$ cat src/rtl/gate_test_sequencer.sv
// Exhaustive stimulus/check sequencer for a combinational gate under test.
// Walks every input vector in ascending order, holds each one, samples the gate on the last hold cycle and scores it.
module gate_test_sequencer #(
    parameter int N_INPUTS    = 3,
    parameter int HOLD_CYCLES = 50,
    parameter int ERR_W       = 4
) (
    input  logic                clk,
    input  logic                rst_n,
    input  logic                start,
    input  logic                abort,
    output logic [N_INPUTS-1:0] vec_out,
    input  logic                x_in,
    output logic                busy,
    output logic                done,
    output logic                pass,
    output logic [ERR_W-1:0]    err_count,
    output logic [N_INPUTS-1:0] first_err_vec
);

    localparam int                HC_W      = (HOLD_CYCLES > 1) ? $clog2(HOLD_CYCLES) : 1;
    localparam logic [HC_W-1:0]   HOLD_LAST = HC_W'(HOLD_CYCLES - 1);
    localparam logic [ERR_W-1:0]  ERR_MAX   = {ERR_W{1'b1}};

    typedef enum logic [1:0] {
        ST_IDLE = 2'd0,
        ST_HOLD = 2'd1,
        ST_DONE = 2'd2
    } state_e;

    // Reference behaviour of the gate: XNOR of all inputs.
    function automatic logic expected_fn(input logic [N_INPUTS-1:0] v);
        return ~^v;
    endfunction

    state_e                state_q, state_d;
    logic [HC_W-1:0]       hold_cnt_q, hold_cnt_d;
    logic [N_INPUTS-1:0]   vec_out_q, vec_out_d;
    logic                  busy_q, busy_d;
    logic                  done_q, done_d;
    logic                  pass_q, pass_d;
    logic [ERR_W-1:0]      err_count_q, err_count_d;
    logic [N_INPUTS-1:0]   first_err_vec_q, first_err_vec_d;

    logic                  mism_s;
    logic                  sample_s;
    logic                  last_vec_s;

    // Next-state and next-output computation for the sequencer.
    always_comb begin
        state_d         = state_q;
        hold_cnt_d      = hold_cnt_q;
        vec_out_d       = vec_out_q;
        busy_d          = busy_q;
        done_d          = done_q;
        pass_d          = pass_q;
        err_count_d     = err_count_q;
        first_err_vec_d = first_err_vec_q;

        mism_s     = (x_in != expected_fn(vec_out_q));
        sample_s   = (hold_cnt_q == HOLD_LAST);
        last_vec_s = &vec_out_q;

        case (state_q)
            ST_IDLE, ST_DONE: begin
                if (start) begin
                    state_d         = ST_HOLD;
                    hold_cnt_d      = {HC_W{1'b0}};
                    vec_out_d       = {N_INPUTS{1'b0}};
                    busy_d          = 1'b1;
                    done_d          = 1'b0;
                    pass_d          = 1'b0;
                    err_count_d     = {ERR_W{1'b0}};
                    first_err_vec_d = {N_INPUTS{1'b0}};
                end else begin
                    state_d = state_q;
                end
            end

            ST_HOLD: begin
                // abort outranks a coincident sample edge
                if (abort) begin
                    state_d    = ST_IDLE;
                    hold_cnt_d = {HC_W{1'b0}};
                    vec_out_d  = {N_INPUTS{1'b0}};
                    busy_d     = 1'b0;
                    done_d     = 1'b0;
                    pass_d     = 1'b0;
                end else if (sample_s) begin
                    if (mism_s) begin
                        if (err_count_q != ERR_MAX) begin
                            err_count_d = err_count_q + ERR_W'(1);
                        end else begin
                            err_count_d = err_count_q;
                        end
                        if (err_count_q == {ERR_W{1'b0}}) begin
                            first_err_vec_d = vec_out_q;
                        end else begin
                            first_err_vec_d = first_err_vec_q;
                        end
                    end else begin
                        err_count_d = err_count_q;
                    end

                    if (last_vec_s) begin
                        state_d    = ST_DONE;
                        hold_cnt_d = {HC_W{1'b0}};
                        busy_d     = 1'b0;
                        done_d     = 1'b1;
                        pass_d     = (err_count_q == {ERR_W{1'b0}}) && !mism_s;
                    end else begin
                        vec_out_d  = vec_out_q + N_INPUTS'(1);
                        hold_cnt_d = {HC_W{1'b0}};
                    end
                end else begin
                    hold_cnt_d = hold_cnt_q + HC_W'(1);
                end
            end

            default: begin
                state_d         = ST_IDLE;
                hold_cnt_d      = {HC_W{1'b0}};
                vec_out_d       = {N_INPUTS{1'b0}};
                busy_d          = 1'b0;
                done_d          = 1'b0;
                pass_d          = 1'b0;
                err_count_d     = {ERR_W{1'b0}};
                first_err_vec_d = {N_INPUTS{1'b0}};
            end
        endcase
    end

    // State and output registers with asynchronous clear.
    always_ff @(posedge clk or negedge rst_n) begin
        if (!rst_n) begin
            state_q         <= ST_IDLE;
            hold_cnt_q      <= {HC_W{1'b0}};
            vec_out_q       <= {N_INPUTS{1'b0}};
            busy_q          <= 1'b0;
            done_q          <= 1'b0;
            pass_q          <= 1'b0;
            err_count_q     <= {ERR_W{1'b0}};
            first_err_vec_q <= {N_INPUTS{1'b0}};
        end else begin
            state_q         <= state_d;
            hold_cnt_q      <= hold_cnt_d;
            vec_out_q       <= vec_out_d;
            busy_q          <= busy_d;
            done_q          <= done_d;
            pass_q          <= pass_d;
            err_count_q     <= err_count_d;
            first_err_vec_q <= first_err_vec_d;
        end
    end

    assign vec_out       = vec_out_q;
    assign busy          = busy_q;
    assign done          = done_q;
    assign pass          = pass_q;
    assign err_count     = err_count_q;
    assign first_err_vec = first_err_vec_q;

endmodule

$ cat config.mk
export PLATFORM = sky130hd
export DESIGN_NAME = gate_test_sequencer
export DESIGN_NICKNAME = d
export VERILOG_FILES = /design/src/rtl/gate_test_sequencer.sv
export SDC_FILE = /design/constraint.sdc
export NUM_CORES = 1
export LEC_CHECK = 0
export BUFFER_PORTS_ARGS = -buffer_cell sky130_fd_sc_hd__buf_2
export CORE_UTILIZATION = 51
export CTS_CLUSTER_SIZE = 28
export DETAILED_ROUTE_END_ITERATION = 10
export HOLD_SLACK_MARGIN = 0.08
export PLACE_DENSITY = 0.79
export SLEW_MARGIN = 30
export SYNTH_ARGS = -nofsm -noshare
export SYNTH_HDL_FRONTEND = slang
export SYNTH_SLANG_ARGS = --single-unit
$ cat constraint.sdc
create_clock -name clk -period 2.7 [get_ports clk]
set_clock_uncertainty 0.1 [all_clocks]
set_input_delay 0.27 -clock clk [delete_from_list [all_inputs] [get_ports clk]]
set_output_delay 0.27 -clock clk [all_outputs]
set_load 0.02 [all_outputs]
==> flow_summary.yaml, run 1 <==
run_status:
  status: "finished clean"
worst_setup_path:
  worst_path_dominant_cell_family: "XOR/XNOR gates"
  critical_path.endpoint_type: "flip-flop"
  critPathBufInv: 0
  worst_ep_arrival_time_ns: 2.37
  timing.critical_path.required_ns: 2.79
  timing.critical_path.from_type: "flip-flop"
  cpPeakStageDelay_ns: 0.47
  criticalPathCategory: "flip-flop to flip-flop"
  timing.critical_path.slowest_stage_cell: "sky130_fd_sc_hd__xor3_2"
  critical_path.cell_chain: "ha_1 -> xor3_2 -> or4_4 -> o41ai_2 -> a2bb2oi_1"
  critPathMaxFanout: 5
cts:
  clock_tree.htree_level_count: 1
  cts-buffers-inserted: 3
  tritoncts: "built"
  cts.clk_slew.worst_paths_ns: 0.12
  worst_skew_pair.late_latency_ns: 0.30
  clock_root_buffer: "sky130_fd_sc_hd__clkbuf_4"
  cts.sinks: 21
  post_cts_resize_count: 0
  cts_hold_buf: 1
  cts_buffer_depth: 2
  cts_setup_buffers: 0
timing:
  finalHoldViolCount: 0
  number_of_pins_with_negative_max_slew_slack_in_the_final_report: 0
  worst_pin_slew_ns: 0.535
  layout_worst_path_cycle_share_pct: 84.6
  clock.fmax_mhz: 438
  grt_setup_unrepaired: "no"
  timing.final.setup_violations: 0
  finalSetupTns_ns: 0
  final.hold.worst_slack_ns: 0.178
  relSlewSlack_pct: 64.0
  period_minus_slack_ns: 2.28
power:
  p_int_mw: 0.408
  power_frac_clock_pct: 26.0
  total_power_mw: 0.559
  power.density_cell_area_mw_per_mm2: 441
  share_comb_of_total_power_pct: 13.9
  pwr-share-seq_pct: 60.1
  irDropWorstVdd_mv: 0.282
  static-leakage-power_nw: 0.612
  switchingPower_mw: 0.151
  power_switching_share_pct: 27.0
place:
  hpwlAfterDp_mm: 1.75
  port-buffer-count: 17
  gp_congestion: 0.829
global_routing:
  grt_pass1_wl_mm: 4.00
  gr-total-overflow: 0
  grt_start_max_net_pins: 22
  grt_antenna_before_repair: 0
  first_global_vias: 916
  grt_use_total_pct: 21.8
routing:
  drt_first_pass_iters: 4
  wirelength_mm: 2.28
  post_drt_via_cell_ratio: 6.04
  vias: 936
  ant_nets: 0
  detail_route.wl_per_cell_um: 14.7
  drt_first_iter_violations: 16
  detail_route.drc_violations: 0
yosys:
  syn_area_mm2: 0.00111
  ys_seq_elements: 21
  ys.warnings.count: 0
  synth_cells: 107
  ys_types: 36
  net_count_after_synthesis: 118
  synth_sequential_area_ratio_pct: 47.1
  synth_area_per_cell_um2: 10.4
floorplan:
  die_x_um: 48.8
  area_enclosed_by_the_die_boundary_mm2: 0.00238
  fp.dieH_um: 48.8
  floorplan.initialDensity_pct: 55.7
  fp.coreArea_mm2: 0.00200
  i_o_pin_count: 18
  num_rows: 16
flow_run:
  cap_viol_max_count: 0
finish:
  areaGrowthSynthToFinish_pct: 13.6
  layout-drive-gt1-share_pct: 22.7
  nets: 140
  num_antenna_cells: 0
worst_hold_path:
  hold_path_class: "input pin to flip-flop"
[placed cells by master, fill, tap and decap left out, drive strengths merged, types with 4 or more instances in the layout]
cell type,instances
dfrtp,21
nand3,6
inv,6
ha,6
o21ai,4
nor2,10
a22o,6
buf,17
nand2,9
clkbuf,4
[worst register-to-register path, cell delays in order (launching register included)]
cell	delay, ns
sky130_fd_sc_hd__dfrtp_1	0.43
sky130_fd_sc_hd__ha_1	0.31
sky130_fd_sc_hd__xor3_2	0.47
sky130_fd_sc_hd__or4_4	0.47
sky130_fd_sc_hd__o41ai_2	0.29
sky130_fd_sc_hd__a2bb2oi_1	0.10
[per-stage QoR]
| stage | area [um2] | setup slack, ns | instances | utilization [%] |
|---|---|---|---|---|
| 2_1_floorplan | 1110 | 0.412 | 107 | - |
| 3_3_place_gp | 1230 | 0.475 | 150 | 61.4 |
| 3_5_place_dp | 1230 | 0.448 | 150 | 61.4 |
| 4_1_cts | 1270 | 0.428 | 155 | 63.2 |
| 5_1_grt | 1270 | 0.295 | 155 | 63.2 |
| 6_report | 1270 | 0.415 | 155 | 63.2 |
[routing by layer]
metal  routed length [um]  track usage (%)  part of all wire (%)
met1                 1030             27.9                    45
met2                 1140             36.6                    50
met3                   73             4.09                   3.2
met4                   29             8.33                   1.3
met5                    0                0                     0
[flip-flops by register name, summed over array words and instances (netlist names)]
signal	flops
first_err_vec	3
done	1
busy	1
state_q	2
pass	1
vec_out	3
err_count	4
hold_cnt_q	6
[logic make-up after synthesis]
kind of cell,synth area share (%)
buf+inv,2.36
mux,1.01
compound gates,17.2
flops,47.1
xor+xnor,5.39
fa+ha+maj,6.73
simple gates,20.2
[final timing paths]
path	from	slack, ns	depth (start not counted)	endpoint
min	start	0.18	2	state_q[0]$_DFFE_PN0P_
min reg2reg	first_err_vec[1]$_DFFE_PN0P_	0.42	1	first_err_vec[1]$_DFFE_PN0P_
max reg2reg	vec_out[0]$_DFFE_PN0P_	0.42	5	err_count[3]$_DFFE_PN0P_
max in group asynchronous	rst_n	1.82	2	done$_DFFE_PN0P_
max	vec_out[0]$_DFFE_PN0P_	0.42	5	err_count[3]$_DFFE_PN0P_
min in group asynchronous	rst_n	0.34	2	err_count[0]$_DFFE_PN0P_
[power groups by stage]
stage	clock [mW]	sequential, mW	combinational, mW
global route	0.159	0.338	0.0880
finish	0.145	0.336	0.0779
global placement	0	0.341	0.0741
floorplan	0	0.343	0.0468
detailed placement	0	0.342	0.0772
CTS	0.146	0.336	0.0784
[cells in the mapped netlist]
master / n / area, um2
sky130_fd_sc_hd__a2bb2oi_1: 1 / 8.76
sky130_fd_sc_hd__a31oi_1: 3 / 18.8
sky130_fd_sc_hd__mux2_2: 1 / 11.3
sky130_fd_sc_hd__a21oi_1: 2 / 10.0
sky130_fd_sc_hd__a22o_1: 4 / 35.0
sky130_fd_sc_hd__or4_4: 1 / 11.3
sky130_fd_sc_hd__nand4_1: 3 / 18.8
sky130_fd_sc_hd__o21ai_0: 4 / 20.0
sky130_fd_sc_hd__xnor2_1: 2 / 17.5
sky130_fd_sc_hd__xor2_1: 2 / 17.5
sky130_fd_sc_hd__o41ai_2: 1 / 16.3
sky130_fd_sc_hd__clkbuf_1: 1 / 3.75
sky130_fd_sc_hd__nand3_1: 6 / 30.0
sky130_fd_sc_hd__a21o_1: 1 / 7.51
sky130_fd_sc_hd__nor2_1: 10 / 37.5
sky130_fd_sc_hd__nand2b_1: 1 / 6.26
sky130_fd_sc_hd__dfrtp_1: 21 / 526
sky130_fd_sc_hd__xor3_2: 1 / 25.0
sky130_fd_sc_hd__nor3_1: 3 / 15.0
sky130_fd_sc_hd__a32o_1: 1 / 10.0
sky130_fd_sc_hd__or2_2: 1 / 6.26
sky130_fd_sc_hd__and4b_1: 1 / 10.0
sky130_fd_sc_hd__a22o_2: 2 / 20.0
sky130_fd_sc_hd__o2111ai_1: 1 / 8.76
sky130_fd_sc_hd__o22ai_1: 1 / 6.26
sky130_fd_sc_hd__nor4_1: 3 / 18.8
sky130_fd_sc_hd__inv_1: 6 / 22.5
sky130_fd_sc_hd__nor3b_2: 1 / 12.5
sky130_fd_sc_hd__ha_1: 6 / 75.1
sky130_fd_sc_hd__o31ai_1: 1 / 7.51
sky130_fd_sc_hd__or4b_2: 1 / 10.0
sky130_fd_sc_hd__nand2_1: 9 / 33.8
sky130_fd_sc_hd__o211ai_1: 2 / 15.0
sky130_fd_sc_hd__a211oi_1: 1 / 7.51
sky130_fd_sc_hd__and3_1: 1 / 6.26
sky130_fd_sc_hd__nand4b_1: 1 / 8.76
[layout make-up]
cell class                      instances  area [um2]
Clock buffer                            4        26.3
Sequential cell                        21         526
Multi-Input combinational cell         79         563
Fill cell                             175         736
Inverter                                6        22.5
Tap cell                               27        33.8
Timing Repair Buffer                   18        95.1
Power figures use the tool's default switching activity.
==> run 2, diff against run 1 <==
Clock period 2.7 ns to 2.21 ns, I/O delays scaled along.
==> flow_summary.yaml, run 2 (synthesized netlist as in run 1, its figures left out) <==
finish:
  final_util_pct: 64.8
  most_flops_register: "hold_cnt_q"
  layout-drive-gt1-share_pct: 27.1
  layout.cells.most_common_list: "sky130_fd_sc_hd__dfrtp_1 (19), sky130_fd_sc_hd__buf_2 (17), sky130_fd_sc_hd__nor2_1 (10)"
  number_of_flip_flops_under_the_largest_register_name: 6
  most_frequent_standard_cell_in_the_layout_excluding_fill_and_tap_cells: "sky130_fd_sc_hd__dfrtp_1"
  areaGrowthSynthToFinish_pct: 16.3
  filler_cell_count: 178
  nets: 141
  num_antenna_cells: 0
cts:
  cts_setup_buffers: 0
  cts-buffers-inserted: 3
  tritoncts: "built"
  worst_skew_pair.late_latency_ns: 0.31
  cts.sinks: 21
  cts.clk_slew.worst_paths_ns: 0.12
  cts_buffer_depth: 2
  clock_root_buffer: "sky130_fd_sc_hd__clkbuf_4"
  clock_tree.htree_level_count: 1
floorplan:
  num_rows: 16
  fp.dieH_um: 48.8
  floorplan.initialDensity_pct: 55.7
  fp.coreArea_mm2: 0.00200
  area_enclosed_by_the_die_boundary_mm2: 0.00238
  i_o_pin_count: 18
  die_x_um: 48.8
timing:
  layout_worst_path_cycle_share_pct: 96.1
  timing.final.setup_violations: 0
  final.hold.worst_slack_ns: 0.104
  finalHoldViolCount: 0
  grt_setup_unrepaired: "no"
  number_of_pins_with_negative_max_slew_slack_in_the_final_report: 0
  clock.fmax_mhz: 471
  period_minus_slack_ns: 2.12
  relSlewSlack_pct: 62.5
  finalSetupTns_ns: 0
  worst_pin_slew_ns: 0.557
worst_setup_path:
  worstRegToRegCells: 5
  timing.critical_path.from: "vec_out[1]$_DFFE_PN0P_"
  critPathMaxFanout: 5
  criticalPathCategory: "flip-flop to flip-flop"
  critical_path.endpoint_type: "flip-flop"
  worst_ep_arrival_time_ns: 2.22
  timing.critical_path.required_ns: 2.30
  timing.critical_path.from_type: "flip-flop"
  worst_r2r_startpoint: "vec_out[1]$_DFFE_PN0P_"
flow_run:
  cap_viol_max_count: 0
place:
  hpwlAfterDp_mm: 1.72
  gp_congestion: 0.861
  port-buffer-count: 17
routing:
  detail_route.wl_per_cell_um: 14.9
  ant_nets: 0
  met1_length_mm: 1.04
  drt_first_iter_violations: 21
  wirelength_mm: 2.33
  met2_length_mm: 1.17
  topRoutingLayerUsed: "met4"
  post_drt_via_cell_ratio: 5.94
  drt_first_pass_iters: 4
  vias: 927
  route.met3.wl_um: 86
  detail_route.drc_violations: 0
power:
  irDropWorstVdd_mv: 0.380
  total_power_mw: 0.698
  power.density_cell_area_mw_per_mm2: 538
  static-leakage-power_nw: 0.613
worst_hold_path:
  hold_path_class: "input pin to flip-flop"
  hold_path_startpoint: "start"
  cell_depth_of_the_worst_min_delay_path: 2
global_routing:
  grt_start_max_net_pins: 22
  gr-total-overflow: 0
  grt_pass1_wl_mm: 3.95
  first_global_vias: 880
  grt_antenna_before_repair: 0
  grt_use_total_pct: 21.7
run_status:
  status: "finished clean"
-- run 2: changes by cell type in the layout (fill, tap and decap cells not counted), sizes merged --
| cell | delta |
|---|---|
| buf | +1 |
| clkbuf | -1 |
| clkinv | +1 |
-- run 2: layer usage --
metal  global-route usage [%]  up-vias
met5                        0        -
met2                     36.1       17
met1                     26.9      459
met4                     11.3        0
met3                     3.77        4
li1                         -      447
-- run 2: power breakdown --
part           leakage (nW)  switching (mW)  total, mW  internal [mW]
combinational         0.310          0.0629     0.0985         0.0356
clock                0.0177           0.121      0.189         0.0676
sequential            0.285          0.0143      0.410          0.396
-- run 2: path summary, 6_finish.rpt --
| path | to | slack [ns] |
|---|---|---|
| min reg2reg | first_err_vec[0]$_DFFE_PN0P_ | 0.41 |
| min | state_q[0]$_DFFE_PN0P_ | 0.10 |
| max | err_count[3]$_DFFE_PN0P_ | 0.09 |
| max in group asynchronous | vec_out[0]$_DFFE_PN0P_ | 1.37 |
| min in group asynchronous | state_q[0]$_DFFE_PN0P_ | 0.28 |
| max reg2reg | err_count[3]$_DFFE_PN0P_ | 0.09 |
-- run 2: worst max-delay path, cell delays in order, from the launching register on --
cell and delay [ns]:
sky130_fd_sc_hd__dfrtp_2 0.46, sky130_fd_sc_hd__ha_4 0.28, sky130_fd_sc_hd__xor3_2 0.30, sky130_fd_sc_hd__or4_4 0.47, sky130_fd_sc_hd__o41ai_2 0.29, sky130_fd_sc_hd__a2bb2oi_1 0.10
-- run 2: cell type report --
cell class	count	area (um2)	area share [%]
Clock inverter	1	5.00	0.386
Clock buffer	3	22.5	1.74
Inverter	6	22.5	1.74
Sequential cell	21	528	40.7
Timing Repair Buffer	19	103	7.92
Tap cell	27	33.8	2.61
Multi-Input combinational cell	79	582	44.9
-- run 2: through the flow --
| step | setup slack, ns | cell area, um2 | instances |
|---|---|---|---|
| 4_1_cts | 0.0599 | 1280 | 156 |
| 3_3_place_gp | 0.146 | 1240 | 151 |
| 2_1_floorplan | 0.119 | 1120 | 107 |
| 3_5_place_dp | 0.0744 | 1240 | 151 |
| 5_1_grt | 0.0449 | 1300 | 156 |
| 6_report | 0.0858 | 1300 | 156 |
-- run 2: what timing repair did --
action / in CTS / in global routing
endpoints found under the setup margin: 0 / 4
hold buffers: 1 / 0
endpoints found under the hold margin: 21 / 0
gates resized for setup: 0 / 3
